`src/rtl/cpu_pkg.sv`:
```
// Shared definitions for the program loader: FSM encoding, word geometry and
// the default idle timeout for the board's UART baud rate.
package cpu_pkg;

  typedef enum logic [1:0] {
    ST_IDLE = 2'd0,
    ST_LOAD = 2'd1,
    ST_DONE = 2'd2
  } state_t;

  localparam int BYTES_PER_WORD      = 4;
  localparam int BYTE_IDX_W          = $clog2(BYTES_PER_WORD);
  localparam int DEFAULT_TIMEOUT_CYC = 1000000;

endpackage

```
`src/rtl/prog_loader_word_packer.sv`:
```
// Packs accepted bytes little-endian into 32-bit words and keeps the running
// mod-256 checksum; word_ready fires combinationally with the last lane byte.
module word_packer
  import cpu_pkg::*;
(
  input  logic                  clk,
  input  logic                  rst,
  input  logic                  clear,
  input  logic                  accept,
  input  logic [7:0]            data,
  output logic                  word_ready,
  output logic [31:0]           word,
  output logic [BYTE_IDX_W-1:0] byte_idx,
  output logic [7:0]            checksum
);

  logic [BYTE_IDX_W-1:0] idx_reg;
  logic [7:0]            sum_reg;

  always_ff @(posedge clk or negedge rst) begin
    if (!rst) begin
      idx_reg <= '0;
      sum_reg <= '0;
    end else if (clear) begin
      idx_reg <= '0;
      sum_reg <= '0;
    end else if (accept) begin
      idx_reg <= idx_reg + 1'b1;
      sum_reg <= sum_reg + data;
    end
  end

  // The lane being filled this cycle is bypassed so the full word is
  // available on the same edge that accepts its last byte.
  generate
    for (genvar gi = 0; gi < BYTES_PER_WORD; gi++) begin : g_lane
      logic [7:0] lane_reg;

      always_ff @(posedge clk or negedge rst) begin
        if (!rst)
          lane_reg <= '0;
        else if (accept && idx_reg == BYTE_IDX_W'(gi))
          lane_reg <= data;
      end

      assign word[gi*8 +: 8] = (idx_reg == BYTE_IDX_W'(gi)) ? data : lane_reg;
    end
  endgenerate

  assign word_ready = accept && (idx_reg == BYTE_IDX_W'(BYTES_PER_WORD - 1));
  assign byte_idx   = idx_reg;
  assign checksum   = sum_reg;

endmodule

```
`src/rtl/prog_loader.sv`:
```
// Loads a UART byte stream into instruction memory as sequential 32-bit words,
// holding the CPU in reset until an idle timeout or memory full ends the load.
module prog_loader
  import cpu_pkg::*;
#(
  parameter int ADDR_W      = 14,
  parameter int TIMEOUT_CYC = DEFAULT_TIMEOUT_CYC
) (
  input  logic              clk,
  input  logic              rst,
  input  logic              start,
  input  logic              rx_valid,
  input  logic [7:0]        rx_data,
  output logic              wr_en,
  output logic [ADDR_W-1:0] wr_addr,
  output logic [31:0]       wr_data,
  output logic              cpu_hold,
  output logic              busy,
  output logic              done,
  output logic              err,
  output logic [ADDR_W:0]   word_count,
  output logic [7:0]        checksum
);

  localparam int CNT_W = (TIMEOUT_CYC > 2) ? $clog2(TIMEOUT_CYC) : 1;

  state_t                state_reg, state_next;
  logic [CNT_W-1:0]      idle_reg;
  logic                  first_reg;
  logic                  err_reg;
  logic                  wr_en_reg;
  logic [ADDR_W-1:0]     wr_addr_reg;
  logic [31:0]           wr_data_reg;
  logic                  hold_reg, busy_reg, done_reg;
  logic [ADDR_W:0]       count_reg;

  logic                  load_start, accept, timeout, last_word;
  logic                  word_ready;
  logic [31:0]           word;
  logic [BYTE_IDX_W-1:0] byte_idx;

  assign load_start = (state_reg == ST_IDLE) && start;
  assign accept     = (state_reg == ST_LOAD) && rx_valid;
  assign timeout    = (state_reg == ST_LOAD) && first_reg && !rx_valid &&
                      (idle_reg == CNT_W'(TIMEOUT_CYC - 1));
  // The low count bits double as the next write address.
  assign last_word  = word_ready && (count_reg[ADDR_W-1:0] == {ADDR_W{1'b1}});

  word_packer u_packer (
    .clk        (clk),
    .rst        (rst),
    .clear      (load_start),
    .accept     (accept),
    .data       (rx_data),
    .word_ready (word_ready),
    .word       (word),
    .byte_idx   (byte_idx),
    .checksum   (checksum)
  );

  always_comb begin
    state_next = state_reg;
    case (state_reg)
      ST_IDLE: if (start) state_next = ST_LOAD;
      ST_LOAD: if (timeout || last_word) state_next = ST_DONE;
      ST_DONE: state_next = ST_IDLE;
      default: state_next = ST_IDLE;
    endcase
  end

  always_ff @(posedge clk or negedge rst) begin
    if (!rst) begin
      state_reg   <= ST_IDLE;
      idle_reg    <= '0;
      first_reg   <= 1'b0;
      err_reg     <= 1'b0;
      wr_en_reg   <= 1'b0;
      wr_addr_reg <= '0;
      wr_data_reg <= '0;
      hold_reg    <= 1'b0;
      busy_reg    <= 1'b0;
      done_reg    <= 1'b0;
      count_reg   <= '0;
    end else begin
      state_reg <= state_next;
      hold_reg  <= (state_next != ST_IDLE);
      busy_reg  <= (state_next != ST_IDLE);
      done_reg  <= (state_next == ST_DONE);
      wr_en_reg <= word_ready;

      if (word_ready) begin
        wr_data_reg <= word;
        wr_addr_reg <= count_reg[ADDR_W-1:0];
        count_reg   <= count_reg + 1'b1;
      end

      if (load_start) begin
        count_reg <= '0;
        err_reg   <= 1'b0;
        first_reg <= 1'b0;
        idle_reg  <= '0;
      end else if (accept) begin
        first_reg <= 1'b1;
        idle_reg  <= '0;
      end else if (state_reg == ST_LOAD && first_reg) begin
        idle_reg <= idle_reg + 1'b1;
      end

      // A half-assembled word at timeout is dropped and flagged.
      if (timeout && byte_idx != '0)
        err_reg <= 1'b1;
    end
  end

  assign wr_en      = wr_en_reg;
  assign wr_addr    = wr_addr_reg;
  assign wr_data    = wr_data_reg;
  assign cpu_hold   = hold_reg;
  assign busy       = busy_reg;
  assign done       = done_reg;
  assign err        = err_reg;
  assign word_count = count_reg;

endmodule

```
`config.mk`:
```
export PLATFORM = sky130hd
export DESIGN_NAME = prog_loader
export DESIGN_NICKNAME = d
export VERILOG_FILES = /design/src/rtl/cpu_pkg.sv /design/src/rtl/prog_loader_word_packer.sv /design/src/rtl/prog_loader.sv
export SDC_FILE = /design/constraint.sdc
export NUM_CORES = 1
export LEC_CHECK = 0
export CAP_MARGIN = 20
export CORE_UTILIZATION = 59
export DETAILED_ROUTE_END_ITERATION = 16
export PLACE_DENSITY = 0.85
export SYNTH_ARGS = -nofsm -noshare
export SYNTH_HDL_FRONTEND = slang
export SYNTH_HIERARCHICAL = 1
export SYNTH_SLANG_ARGS = --single-unit
```
`constraint.sdc`:
```
create_clock -name clk -period 4.6 [get_ports clk]
set_input_delay 0.69 -clock clk [delete_from_list [all_inputs] [get_ports clk]]
set_output_delay 0.69 -clock clk [all_outputs]
set_load 0.005 [all_outputs]
```
# [Yosys cells after proc, flatten, opt, wreduce, memory -nomap -nowiden]
# Index checks and enable logic that the tools add are counted.
[op_classes] div_mod_pow=0 n_reduce_logical=21 order_cmp=0 bitwise=0 shift=0 mul=0 muxes=20 n_addsub=4 eq_ne=7
[op_table] operator="two-way mux 20 bit" n=3
[op_table] operator="two-way mux 8 bit" n=6
[op_table] operator="two-way mux 15 bit" n=2
[op_table] operator="adder 20 x 1 -> 20 bit, second input constant" n=1
[op_table] operator="== test 20 bit, second input constant" n=1
[op_table] operator="adder 15 x 1 -> 15 bit, second input constant" n=1
[op_table] operator="== test 14 bit, second input constant" n=1
[op_table] operator="logical AND 1 bit" n=11
[op_table] operator="nonzero test 2 bit" n=5
[op_table] operator="adder 8 bit" n=1
[op_table] operator="two-way mux 2 bit" n=4
[op_table] operator="== test 2 bit, second input constant" n=3
[op_table] operator="== test 2 x 1 -> 1 bit, second input constant" n=2
[op_table] operator="zero test 2 bit" n=2
[op_table] operator="two-way mux 1 bit" n=4
[op_table] operator="case mux 2 bit (2 select lines)" n=1
[op_table] operator="nonzero test 3 bit" n=1
[op_table] operator="adder 2 x 1 -> 2 bit, second input constant" n=1
[op_table] operator="zero test 1 bit" n=1
[op_table] operator="logical OR 1 bit" n=1
[word_totals] inputBits=12 latch_bits=0 ff_bits=130 ramBits=0 mem_count=0 romBits=0

# [Logic depth before layout (Yosys ltp)]
[depth] ltp_word=8 ltp_mapped=10 ltp_nobuf=8

# [Cells and area by module]
# Netlist, hierarchy kept.
[modules_own_cells] module="prog_loader" instances=1 seq_area_each_um2=2202.1 cells_each=309 area_each_um2=3772.4
[modules_own_cells] module="word_packer" instances=1 seq_area_each_um2=1051.0 cells_each=185 area_each_um2=2347.3

# [Least setup slack after synthesis]
# OpenSTA, ideal clock, no wires.
[synth_timing] kind="in2reg" start="input port rx_valid" end="register wr_data_reg[15], in the netlist wr_data[15]" t_required_ns=4.475 setup_time_ns=0.125 setup_slack_ns=1.934 arrival_time_ns=2.542 path_stages=9 cell_sequence="inv_1 -> nor2_1 -> buf_2 -> nand2_1 -> inv_1 -> clkbuf_1 -> clkbuf_1 -> buf_2 -> mux2_2"
[synth_via] elab_chain_cells=2
[synth_rtl] item="start, declared" line="prog_loader.sv:12" rtl="input logic rx_valid,"
[synth_rtl] item="logical AND 1 bit" line="prog_loader.sv:43" rtl="assign accept = (state_reg == ST_LOAD) && rx_valid;"
[synth_rtl] item="via accept" line="prog_loader.sv:37" rtl="logic load_start, accept, timeout, last_word;"
[synth_rtl] item="logical AND 1 bit" line="prog_loader_word_packer.sv:50" rtl="assign word_ready = accept && (idx_reg == BYTE_IDX_W'(BYTES_PER_WORD - 1));"
[synth_rtl] item="via word_ready" line="prog_loader.sv:38" rtl="logic word_ready;"
[synth_rtl] item="end signal, assigned" line="prog_loader.sv:92" rtl="wr_data_reg <= word;"
[synth_rtl] item="end, declared" line="prog_loader.sv:33" rtl="logic [31:0] wr_data_reg;"
# The timed path passes the listed nets, and every way through them passes these cells.
# A chain may end at the register's enable or synchronous reset.

# [Worst setup path after layout]
[layout_timing] start="input port rx_valid" end="register count_reg[11], in the netlist word_count[11]"
[layout_via] elab_chain_cells=3
[layout_rtl] item="logical AND 1 bit" line="prog_loader.sv:43"
[layout_rtl] item="via accept" line="prog_loader.sv:37"
[layout_rtl] item="logical AND 1 bit" line="prog_loader_word_packer.sv:50"
[layout_rtl] item="via word_ready" line="prog_loader.sv:38"
[layout_rtl] item="nonzero test 2 bit (no source line)"
[layout_rtl] item="end signal, assigned" line="prog_loader.sv:94" rtl="count_reg <= count_reg + 1'b1;"
[layout_rtl] item="end, declared" line="prog_loader.sv:35" rtl="logic [ADDR_W:0] count_reg;"
# The timed path passes the listed nets, and every way through them passes these cells.

==> results.yml <==
layout:
  final_common_cell: "dfrtp_1"
  post-route-cell-area_mm2: 0.00770
  final_cell_mix: "dfrtp_1, mux2_2, clkdlybuf4s50_1"
  final-seq-area_mm2: 0.00325
  utilization_pct: 77.7
  n_fill_cell: 595
  final_nets: 611
  area_growth_syn_to_layout_pct: 25.8
  antenna_cells: 0
  drive_above_1_share_pct: 26.1
  multi_input_area_mm2: 0.00274
clocking:
  cts_repair_resize_count: 0
  ctsHoldBuffers: 0
  clk_root_buffer_cell: "clkbuf_8"
  numCtsBuffers: 17
  clk_pin_slew_ns: 0.06
  cts_max_level: 4
  clk_latency_ns: 0.52
  cts.sink_count: 130
  clockBufferDepth: 2
  postCtsSetupRepairBufs: 0
  cts_tree: "built"
timing:
  setup_ws_ns: 1.25
  tns_ns: 0
  finClkSkew_ns: 0.00921
  period_minus_slack_ns: 3.35
  rsz0062_at_grt: "no"
  finalCritPeriodShare_pct: 72.9
  slew-limit-headroom_pct: 44.7
  fmax_mhz: 298
  worstMarginPinSlew_ns: 0.829
  finalSetupViolations: 0
  drv_slew: 0
  hold_viol: 0
pwr:
  p_leak_nw: 3.26
  vdd.ir_drop.worst_v: 0.000484
  totalPowerFinal_mw: 4.78
  p_per_area_mw_per_mm2: 620
routing:
  vias: 4305
  dr.pass1.iters: 4
  dr.first_iter.drc_count: 224
  wl_per_cell_um: 18.3
  routed_wl_um: 13400
  via_per_inst: 5.89
  ant_nets: 0
  post-route-drc-count: 0
synth:
  synth_cell_types: 54
  synth_nets: 520
  ys_ff_latch: 130
  synth_area_leaders: "dfrtp_1, mux2_2, ha_1"
  ys_seq_area_share_pct: 53.2
  avgSynthCellArea_um2: 12.4
  syn_inst: 494
  synthArstFlopShare_pct: 100
  synth_edf_count: 0
  yosys.area.top_type: "dfrtp_1"
  synth-main-ff-cell: "dfrtp_1"
  synth_top_area_share_pct: 53.2
  ys_warn_count: 6
  syn_area_mm2: 0.00612
die:
  core-area_mm2: 0.00991
  start_util_pct: 61.8
  die_h_um: 104
  die_w_um: 104
  rows: 36
  die_area_mm2: 0.0108
  io_pins: 86
placed_design:
  dp_slack_ns: 0.882
  hpwl_um: 8510
  place_area_mm2: 0.00709
  numPortBuffers: 85
  routabilityCongestion: 0.842
worst_setup_path:
  cp.required_ns: 5.04
  cp_slowest_cell: "clkdlybuf4s50_1"
  r2r_start: "state_reg[0]$_DFF_PN0_"
  cp.arrival_ns: 3.79
  path_max_fanout: 27
  path_cells: "clkdlybuf4s50_1 -> inv_1 -> nor2_1 -> buf_4 -> nand2_1 -> inv_2 -> and4_1 -> nand4_1 -> or3_1 -> a21oi_1"
  cp-end-kind: "flop"
  cpPeakStageDelay_ns: 0.56
  worstPathBufferInverterCount: 4
  startpoint_type: "input pin"
  crit_family: "simple AND/OR/NAND/NOR gates"
  cp-startpoint: "rx_valid"
  path_class: "in2reg"
global_routing:
  grt_overflow: 0
  grt_pass1_vias: 4415
  grt_antenna_before_repair: 0
  grt_max_degree: 67
  grt_pass1_wl_um: 22300
  grt_usage_pct: 26.5
run:
  cap_violations: 0
outcome:
  outcome: "finished, final reports clean"
min_path:
  worstHoldPathType: "in2async"
==> through the flow <==
step / std cells / hold WS, ns
2_1_floorplan: 494 / 0.394
3_3_place_gp: 698 / 0.483
3_5_place_dp: 699 / 0.489
4_1_cts: 731 / 0.296
5_1_grt: 731 / 0.332
6_report: 731 / 0.266
==> per-layer routing <==
layer / global-route usage, % / wire (um) / share of wire (%)
met1: 32.8 / 5550 / 42
met2: 45.3 / 6970 / 52
met3: 6.99 / 637 / 4.8
met4: 8.57 / 218 / 1.6
met5: 0 / 0 / 0
==> worst register-to-register path, delay by kind of cell, from the launching register on <==
kind / cells / cell delay (ns)
buf+inv: 2 / 0.80
compound gates: 1 / 0.16
flops: 1 / 0.45
simple gates: 6 / 1.78
==> cells by family (layout without fill, tap and decap cells) <==
| kind of cell | after synthesis | in the layout | share of synthesized area (%) |
|---|---|---|---|
| buffers and inverters | 27 | 131 | 2.00 |
| AOI/OAI and AO/OA | 57 | 57 | 5.52 |
| DFF | 130 | 130 | 53.2 |
| muxes | 118 | 118 | 21.6 |
| xor gates and xnor gates | 21 | 21 | 3.01 |
| and+or+nand+nor | 127 | 127 | 11.7 |
| adders and majority gates | 14 | 14 | 2.99 |
==> where the power goes <==
group          internal (mW)  total, mW  switching, mW
clock network          0.872       1.37          0.498
logic                   1.02       1.63          0.615
registers               1.52       1.77          0.248
total                   3.41       4.78           1.36
==> Yosys cell counts (all sizes together) (5+ instances only) <==
| master | instances |
|---|---|
| mux2 | 111 |
| dfrtp | 130 |
| a21oi | 24 |
| inv | 9 |
| xor2 | 10 |
| o21ai | 18 |
| clkbuf | 6 |
| and4 | 5 |
| or3 | 10 |
| nor2 | 31 |
| mux2i | 7 |
| xnor2 | 11 |
| buf | 12 |
| nand4 | 13 |
| ha | 13 |
| nand3 | 17 |
| nand2 | 22 |
| or4 | 5 |
==> path summary, 6_finish.rpt <==
| path | endpoint | slack, ns | cells after the start |
|---|---|---|---|
| max in group asynchronous | idle_reg[4]$_DFFE_PN0P_ | 3.36 | 2 |
| worst max-delay path | word_count[11]$_DFFE_PN0P_ | 1.25 | 10 |
| min in group clk | u_packer/g_lane[2].lane_reg[1]$_DFFE_PN0P_ | 0.50 | 1 |
| worst min register to register | u_packer/g_lane[2].lane_reg[1]$_DFFE_PN0P_ | 0.50 | 1 |
| worst max register to register | word_count[11]$_DFFE_PN0P_ | 1.33 | 9 |
| worst min-delay path | idle_reg[12]$_DFFE_PN0P_ | 0.27 | 1 |
==> cell type report <==
class	instances	area share, %
tap	133	2.16
multi-input combinational	337	35.6
sequential	130	42.3
clock buffer	21	5.97
clock inverter	11	1.97
inverter	9	0.439
timing repair buffer	90	11.6
(Power assumes the default switching activity.)
